[src/rtl/gate_test_pkg.sv]
// Shared definitions for the gate test sequencer: FSM states, vector count
// and the Gray-ordered {A,B,C} stimulus table.
package gate_test_pkg;

    typedef enum logic [1:0] {
        IDLE  = 2'd0,
        DRIVE = 2'd1,
        DONE  = 2'd2
    } state_t;

    localparam int N_VEC = 8;

    // Gray order means that only one gate input toggles between consecutive vectors
    localparam logic [2:0] GRAY_VEC [N_VEC] = '{
        3'b000, 3'b001, 3'b011, 3'b010,
        3'b110, 3'b111, 3'b101, 3'b100
    };

    function automatic logic [2:0] grayVec(input logic [2:0] idx);
        return GRAY_VEC[idx];
    endfunction

endpackage

[src/rtl/gate_ref_model.sv]
// Golden combinational model of the gate under test: Y = A&B | B&C.
module gate_ref_model (
    input  logic A,
    input  logic B,
    input  logic C,
    output logic Y_exp
);

    assign Y_exp = (A & B) | (B & C);

endmodule

[src/rtl/gate_test_seq.sv]
// Exhaustive Gray-order tester for a 3-input gate; counts mismatches (saturating).
// Optional first-failure capture is enabled by defining GATE_TEST_FIRST_FAIL_EN.
module gate_test_seq
    import gate_test_pkg::*;
#(
    parameter int HOLD_CYCLES = 5,
    parameter int ERR_W       = 4
) (
    input  logic             clk,
    input  logic             rst_n,
    input  logic             start,
    input  logic             Y_in,
    output logic             A,
    output logic             B,
    output logic             C,
    output logic [2:0]       vec_idx,
    output logic             busy,
    output logic             done,
    output logic             pass,
`ifdef GATE_TEST_FIRST_FAIL_EN
    output logic [ERR_W-1:0] err_cnt,
    output logic             fail_valid,
    output logic [2:0]       fail_vec
`else
    output logic [ERR_W-1:0] err_cnt
`endif
);

    localparam logic [7:0]       LAST_HOLD = 8'(HOLD_CYCLES - 1);
    localparam logic [2:0]       LAST_VEC  = 3'(N_VEC - 1);
    localparam logic [ERR_W-1:0] ERR_MAX   = '1;

    state_t           state_q;
    logic [2:0]       vecIdx_q;
    logic [7:0]       hold_q;
    logic             a_q, b_q, c_q;
    logic             busy_q, done_q;
    logic [ERR_W-1:0] errCnt_q;

    logic             yExp;
    logic             startAcc_d;
    logic             lastHold_d;
    logic             mismatch_d;
    logic [ERR_W-1:0] errCnt_d;
    logic [2:0]       nextVec_d;

    gate_ref_model uRefModel (
        .A     (a_q),
        .B     (b_q),
        .C     (c_q),
        .Y_exp (yExp)
    );

    // The gate output is only trusted after it has settled for the full hold window
    assign startAcc_d = start && (state_q != DRIVE);
    assign lastHold_d = (hold_q == LAST_HOLD);
    assign mismatch_d = (state_q == DRIVE) && lastHold_d && (Y_in != yExp);
    assign errCnt_d   = (mismatch_d && (errCnt_q != ERR_MAX)) ? errCnt_q + ERR_W'(1) : errCnt_q;
    assign nextVec_d  = grayVec(vecIdx_q + 3'd1);

    always_ff @(posedge clk or negedge rst_n) begin
        if (!rst_n) begin
            state_q  <= IDLE;
            vecIdx_q <= '0;
            hold_q   <= '0;
            a_q      <= 1'b0;
            b_q      <= 1'b0;
            c_q      <= 1'b0;
            busy_q   <= 1'b0;
            done_q   <= 1'b0;
            errCnt_q <= '0;
        end else begin
            case (state_q)
                IDLE, DONE: begin
                    if (start) begin
                        state_q         <= DRIVE;
                        vecIdx_q        <= '0;
                        hold_q          <= '0;
                        {a_q, b_q, c_q} <= grayVec(3'd0);
                        busy_q          <= 1'b1;
                        done_q          <= 1'b0;
                        errCnt_q        <= '0;
                    end
                end
                DRIVE: begin
                    errCnt_q <= errCnt_d;
                    if (lastHold_d) begin
                        hold_q <= '0;
                        if (vecIdx_q == LAST_VEC) begin
                            state_q         <= DONE;
                            vecIdx_q        <= '0;
                            {a_q, b_q, c_q} <= 3'b000;
                            busy_q          <= 1'b0;
                            done_q          <= 1'b1;
                        end else begin
                            vecIdx_q        <= vecIdx_q + 3'd1;
                            {a_q, b_q, c_q} <= nextVec_d;
                        end
                    end else begin
                        hold_q <= hold_q + 8'd1;
                    end
                end
                default: begin
                    state_q <= IDLE;
                end
            endcase
        end
    end

`ifdef GATE_TEST_FIRST_FAIL_EN
    logic       failValid_q;
    logic [2:0] failVec_q;

    // Only the first mismatch of a run is kept; later ones leave the capture alone
    always_ff @(posedge clk or negedge rst_n) begin
        if (!rst_n) begin
            failValid_q <= 1'b0;
            failVec_q   <= '0;
        end else if (startAcc_d) begin
            failValid_q <= 1'b0;
            failVec_q   <= '0;
        end else if (mismatch_d && !failValid_q) begin
            failValid_q <= 1'b1;
            failVec_q   <= {a_q, b_q, c_q};
        end
    end

    assign fail_valid = failValid_q;
    assign fail_vec   = failVec_q;
`else
    logic unusedStartAcc;
    assign unusedStartAcc = startAcc_d;
`endif

    assign A       = a_q;
    assign B       = b_q;
    assign C       = c_q;
    assign vec_idx = vecIdx_q;
    assign busy    = busy_q;
    assign done    = done_q;
    assign err_cnt = errCnt_q;
    assign pass    = done_q && (errCnt_q == '0);

endmodule
[config.mk]
export PLATFORM = sky130hd
export DESIGN_NAME = gate_test_seq
export DESIGN_NICKNAME = d
export VERILOG_FILES = /design/src/rtl/gate_test_pkg.sv /design/src/rtl/gate_ref_model.sv /design/src/rtl/gate_test_seq.sv
export SDC_FILE = /design/constraint.sdc
export NUM_CORES = 1
export LEC_CHECK = 0
export BUFFER_PORTS_ARGS = -buffer_cell sky130_fd_sc_hd__buf_2
export CAP_MARGIN = 20
export CELL_PAD_IN_SITES_DETAIL_PLACEMENT = 2
export CELL_PAD_IN_SITES_GLOBAL_PLACEMENT = 2
export CORE_MARGIN = 2
export CORE_UTILIZATION = 37
export CTS_BUF_LIST = sky130_fd_sc_hd__clkbuf_4
export CTS_CLUSTER_SIZE = 25
export DETAILED_ROUTE_END_ITERATION = 8
export PLACE_DENSITY_LB_ADDON = 0.25
export SLEW_MARGIN = 30
export SYNTH_ARGS = -nofsm -noshare
export SYNTH_HDL_FRONTEND = slang
export SYNTH_SLANG_ARGS = --single-unit
[constraint.sdc]
create_clock -name clk -period 2.27 [get_ports clk]
set_input_delay 0.454 -clock clk [delete_from_list [all_inputs] [get_ports clk]]
set_output_delay 0.454 -clock clk [all_outputs]
set_load 0.01 [all_outputs]
Word-level counts from Yosys, hierarchy flattened
Memory sizes are Yosys's and may differ from the RTL's.
Cells that the tools add are included.
{ "totals": {"ff_bits": 22, "latch_bits": 0, "mem_bits_rw": 0, "rom_bits": 24, "in_bits": 4, "output_inout_bits": 13, "word_cells": 74, "n_memories": 1} }
{ "memory_table": {"columns": ["memory", "words", "width", "rd", "rd_clocked_by_memory_dff", "wr", "line_no", "text"], "rows": [
  ["(no name shown)", 8, 3, 1, 0, 0, "gate_test_pkg.sv:20", "return GRAY_VEC[idx];"]
]} }
{ "op_classes": {"add_sub_neg": 3, "multipliers": 0, "div": 0, "n_lt_le_gt_ge": 1, "n_eq_ne": 10, "shift": 0, "muxes": 33, "bitwise": 4, "n_reduce_logical": 13} }
{ "ops": {"columns": ["operator", "count"], "rows": [
  ["$mux W8", 2],
  ["$pmux W8 S2", 1],
  ["$mux W3", 5],
  ["$mux W1", 12],
  ["$pmux W1 S2", 5],
  ["$reduce_and A3 Y1", 3],
  ["$add A8 B1 Y8 const B", 1],
  ["$eq A8 B3 Y1 const B", 1],
  ["$mux W4", 2],
  ["$pmux W4 S2", 1],
  ["$mux W2", 3],
  ["$pmux W3 S2", 1],
  ["$add A4 B1 Y4 const B", 1],
  ["$ge A4 B4 Y1 const B", 1],
  ["$logic_and A1 B1 Y1", 4],
  ["$logic_not A4 Y1", 1],
  ["$ne A2 B1 Y1 const B", 2],
  ["$ne A2 B2 Y1 const B", 2],
  ["$ne A4 B4 Y1 const B", 1],
  ["$not A3 Y4", 1],
  ["$pmux W2 S2", 1],
  ["$reduce_and A4 Y1", 1],
  ["$add A3 B1 Y3 const B", 1],
  ["$eq A3 B3 Y1 const B", 1],
  ["other kinds (9)", 10]
]} }

Depth between registers and ports, before layout
{ "logic_depth": {"depth_word": 8, "depth_mapped": 7, "ltp_nobuf": 6} }

By module
Synthesis repeated with hierarchy kept, for this count alone.
{ "hier_totals": {"cells_unflattened": 117, "area_unflattened_um2": 1188.6} }
{ "by_module_without_submodules": {"columns": ["module", "instances", "cells_each", "area_per_inst_um2", "seq_area_each_um2"], "rows": [
  ["gate_test_seq", 1, 116, 1181.1, 525.5],
  ["gate_ref_model", 1, 1, 7.5, 0.0]
]} }

Least setup slack after synthesis
No wires, ideal clock.
{ "synth_timing": {"path_type": "register to register", "from": "register hold_q[0]", "to": "register errCnt_q[0] (netlist: err_cnt[0])", "setup_ps": 79, "arrival_ps": 1736, "required_time_ps": 2191, "setup_slack_ps": 455, "path_stages_with_launch": 8, "path_buffers": 1, "synth_period_minus_slack_ps": 1815, "cell_sequence": "dfrtp_1 -> inv_1 -> ha_1 -> or4b_4 -> nor3_4 -> and3_1 -> buf_6 -> mux2i_1"} }
{ "synth_between": {"elab_chain_len": 6} }
{ "synth_lines": {"columns": ["element", "line_no", "text"], "rows": [
  ["start: declaration", "gate_test_seq.sv:35", "logic [7:0] hold_q;"],
  ["start signal: assignment", "gate_test_seq.sv:100", "hold_q <= hold_q + 8'd1;"],
  ["$eq A8 B3 Y1", "gate_test_seq.sv:56", "assign lastHold_d = (hold_q == LAST_HOLD);"],
  ["$logic_and A1 B1 Y1 (2 in a row)", "gate_test_seq.sv:57", "assign mismatch_d = (state_q == DRIVE) && lastHold_d && (Y_in != yExp);"],
  ["$logic_and A1 B1 Y1", "gate_test_seq.sv:58", "assign errCnt_d = (mismatch_d && (errCnt_q != ERR_MAX)) ? errCnt_q + ERR_W'(1) : errCnt_q;"],
  ["$ne A2 B1 Y1 (no line)", null, null],
  ["$reduce_and A3 Y1 (no line)", null, null],
  ["end signal: assignment", "gate_test_seq.sv:86", "errCnt_q <= errCnt_d;"],
  ["end: declaration", "gate_test_seq.sv:38", "logic [ERR_W-1:0] errCnt_q;"]
]} }
Every way passes these cells.
A chain may end at the register's enable or synchronous reset.

Final worst setup path
{ "layout_timing": {"from": "register hold_q[0]", "to": "register errCnt_q[1] (netlist: err_cnt[1])"} }
The elaborated chain is that of the path after synthesis.

==> parameters.txt <==
Parameter                              Value

Clocking
  Count of H-tree levels built during CTS ... 1
  Setup Fix Bufs, Post-CTS ... 0
  Clock transition at the registers of the reported paths ... 130 ps
  TritonCTS clock tree ... yes
  Clock latency of the later-clocked register in the worst-skew pair ... 300 ps
  Num Clock Sinks ... 21
  Cts-stage hold buffer count ... 0
  Inserted Clock Buffers ... 3
  Maximum buffer depth of the clock tree ... 2
  Post-cts resize count ... 0
  Cell chosen for the clock root ... sky130_fd_sc_hd__clkbuf_4

Power and ir drop
  Share of power burned in registers ... 47.2%
  Switching part of the total power ... 40.82%
  Power after layout ... 0.001377 W
  LEAKAGE ... 0.6058 nW
  Combinational fraction of design power ... 39.5%
  Pwr/cell area ... 1060 mW/mm^2
  Clock network fraction of design power ... 13.3%
  Peak supply drop ... 488.5 uV
  Cell internal pwr ... 0.0008147 W
  Net switching power figure ... 0.0005620 W

STA
  Total of endpoints with negative setup slack in the final report ... 0
  Relative slew slack ... 49.12%
  Min Tclk post-route ... 2015 ps
  Setup TNS ... 0 ps
  Slew at the pin closest to its max-slew limit ... 761.6 ps
  F_max ... 496.3 MHz
  Unrepaired setup endpoints after global routing ... no
  Final hold vios ... 0
  Max Transition Viols Final ... 0
  Period utilization ... 88.76%
  Setup Skew ... 11.02 ps
  Final critical-path setup slack ... 255.1 ps

Global routing
  Maximum number of pins on one net before global-route repair ... 22
  Via count of the first global-routing pass ... 1,025
  Number of antenna violations at the first check in global routing ... 0
  Residual overflow from global routing ... 0
  First-pass GRT wire length ... 5.175 mm
  Met3 track demand over resource in global routing ... 3.198%
  M1 GR Usage ... 24.44%
  Global route hottest layer ... met2
  M2 GR Usage ... 34.63%
  Total global routing track utilization ... 19.24%

Placed design
  Detailed Place HPWL ... 2.299 mm
  Number of port buffers ... 16
  Dpl ws ... 263.6 ps
  Final RePlAce weighted congestion ... 0.7405
  Area after DPL ... 0.001271 mm^2

Detailed routing
  Number of antenna-violating nets in the routed design ... 0
  DR vias/cell ... 5.260
  Detailed Routing Iterations Pass 1 ... 4
  Count of vias placed by the detailed router ... 952
  Drt initial violations ... 11
  Detail-routed net length per standard cell ... 16.19 um
  Residual DRC ... 0
  Drt total wl ... 2.931 mm

Worst setup path
  CP max FO ... 6
  Worst Setup Path Type ... flip-flop to flip-flop
  Cell count of the worst reg-to-reg path ... 6
  Worst flop-to-flop path startpoint ... hold_q[0]$_DFFE_PN0P_
  Arrival time at the worst endpoint ... 2250 ps
  Reg-to-reg slack, setup ... 260 ps
  Worst setup SP type ... flip-flop
  Reg-to-Reg End ... err_cnt[1]$_DFFE_PN0P_
  Critical path endpoint category ... flip-flop
  Req. time, crit path ... 2500 ps

Yosys
  Distinct cell type count after synthesis ... 37
  Number of standard cells after synthesis ... 119
  Area share of the largest cell type after synthesis ... 44.68%
  Number of synthesis warnings ... 0
  Largest area contributor in the netlist ... sky130_fd_sc_hd__dfrtp_1
  Cell Area, Synth ... 0.001176 mm^2
  Synthesized netlist net count ... 129
  Parity-gate share of the synthesized area counting xor and xnor cells ... 5.213%
  Fraction of the mapped netlist area in compound gates ... 13.72%
  Ranking of synthesized cells by area ... sky130_fd_sc_hd__dfrtp_1 (45%), sky130_fd_sc_hd__ha_1 (6.4%), sky130_fd_sc_hd__nand2_1 (5.4%)
  Post-synth ARST share ... 100.0%
  Post-synthesis simple-gate area fraction ... 21.38%
  Synthesized area per cell ... 9.883 um^2
  Post-synthesis sequential area ratio ... 44.68%
  Primary flip-flop cell chosen by synthesis mapping ... sky130_fd_sc_hd__dfrtp_1
  Leading post-synthesis cells by instance count ... sky130_fd_sc_hd__dfrtp_1 (21), sky130_fd_sc_hd__nand2_1 (17), sky130_fd_sc_hd__o21ai_0 (9)
  Number of enable-type register cells in the synthesized netlist ... 0
  Proportion of synthesized area in mux cells ... 1.702%
  Adder-cell share of the synthesized area ... 6.383%
  Top-count cell post-synth ... sky130_fd_sc_hd__dfrtp_1
  Dominant combinational cell family by area after synthesis ... simple AND/OR/NAND/NOR gates
  Post-synthesis sequential element count ... 21

Layout
  Area growth from synthesis to layout ... 10.43%
  Count of antenna diodes in the layout ... 0
  Fraction of final layout cells sized beyond drive strength 1 ... 20.44%
  Filler instances ... 354
  Post-route cell area ... 0.001299 mm^2
  Layout net count ... 148
  Final cell utilization of the core ... 42.89%

Floorplan
  IO Count ... 17
  Overall die area ... 0.003646 mm^2
  Horizontal die dimension ... 60.38 um
  Y dimension of the die ... 60.38 um
  FP Rows ... 20
  Initial Utilization ... 38.84%
  Placeable Area ... 0.003028 mm^2

Flow run
  Max-cap violations ... 0

Min path
  Type of the tightest min-delay check ... input pin to asynchronous set/reset pin

Outcome
  Status ... complete, no violations
==> layer usage <==
metal | share of wire, % | vias to the layer above
li1 | - | 455
met1 | 45 | 483
met2 | 53 | 12
met3 | 1.6 | 2
met4 | 0.51 | 0
met5 | 0 | -
==> sequential cells by signal, summed over array words and instances (netlist names) <==
signal   cells
A            1
B            1
C            1
busy         1
done         1
err_cnt      4
hold_q       8
state_q      2
vec_idx      2
==> cell usage in the layout, fill, tap and decap left out, drive strengths merged <==
master and count:
nor2b 3, mux2i 2, xor2 4, o2111ai 1, a22o 1, a41oi 1
nor3b 1, inv 7, a211oi 1, a21oi 5, nor2 6, and3 2
o22ai 1, or3b 1, dfrtp 21, or2 1, a21o 1, or3 2
o31ai 1, a31oi 4, o21ai 9, buf 18, nand2 17, clkinv 1
and4 1, nor3 4, nand4 1, nand3 2, ha 6, or4b 1
a32o 1, xnor2 3, clkbuf 3, nor4b 1, nand2b 3
==> per-stage QoR <==
step / hold slack [ps] / cells
floorplan: 158.4 / 119
global placement: 439.5 / 177
detailed placement: 448.1 / 177
CTS: 97.99 / 181
global route: 114.8 / 181
finish: 92.37 / 181
==> how the worst max path moves through the flow <==
stage | startpoint | to | slack (ps) | cells after the start
6_report | hold_q[0]$_DFFE_PN0P_ | err_cnt[1]$_DFFE_PN0P_ | 260 | 6
3_3_place_gp | hold_q[0]$_DFFE_PN0P_ | err_cnt[1]$_DFFE_PN0P_ | 370 | 6
5_1_grt | hold_q[0]$_DFFE_PN0P_ | err_cnt[1]$_DFFE_PN0P_ | 70 | 6
3_5_place_dp | hold_q[0]$_DFFE_PN0P_ | err_cnt[1]$_DFFE_PN0P_ | 260 | 6
4_1_cts | hold_q[0]$_DFFE_PN0P_ | err_cnt[1]$_DFFE_PN0P_ | 220 | 6
2_1_floorplan | hold_q[0]$_DFFE_PN0P_ | err_cnt[0]$_DFFE_PN0P_ | 450 | 7
==> power by group through the flow <==
stage	clock [W]	sequential (W)	combinational, W
global route	0.000206	0.000680	0.000643
CTS	0.000195	0.000653	0.000561
global placement	0	0.000645	0.000528
detailed placement	0	0.000661	0.000557
finish	0.000183	0.000650	0.000544
floorplan	0	0.000646	0.000379
==> kinds of logic after synthesis <==
group	after synthesis
muxes	2
xor gates and xnor gates	7
and+or+nand+nor	46
buffers and inverters	11
AOI/OAI and AO/OA	26
DFF	21
adders and majority gates	6
==> worst max-delay path, stage by stage (launching register included) <==
cell and delay (ps):
sky130_fd_sc_hd__dfrtp_1 460, sky130_fd_sc_hd__inv_1 80, sky130_fd_sc_hd__ha_1 150, sky130_fd_sc_hd__or4b_4 490, sky130_fd_sc_hd__nor3_4 240, sky130_fd_sc_hd__and3_1 300
sky130_fd_sc_hd__mux2i_1 230
==> area by class of cell <==
cell class	instances	area (um^2)	share of cell area [%]
multi-input cells	87	569.3	43.83
inverters	7	26.28	2.023
flip-flops and latches	21	525.5	40.46
clock buffers	3	22.52	1.734
repair buffers	18	95.09	7.322
clock inverters	1	5.005	0.3854
well taps	44	55.05	4.239
Note: power is estimated with default switching activity, not from simulation.
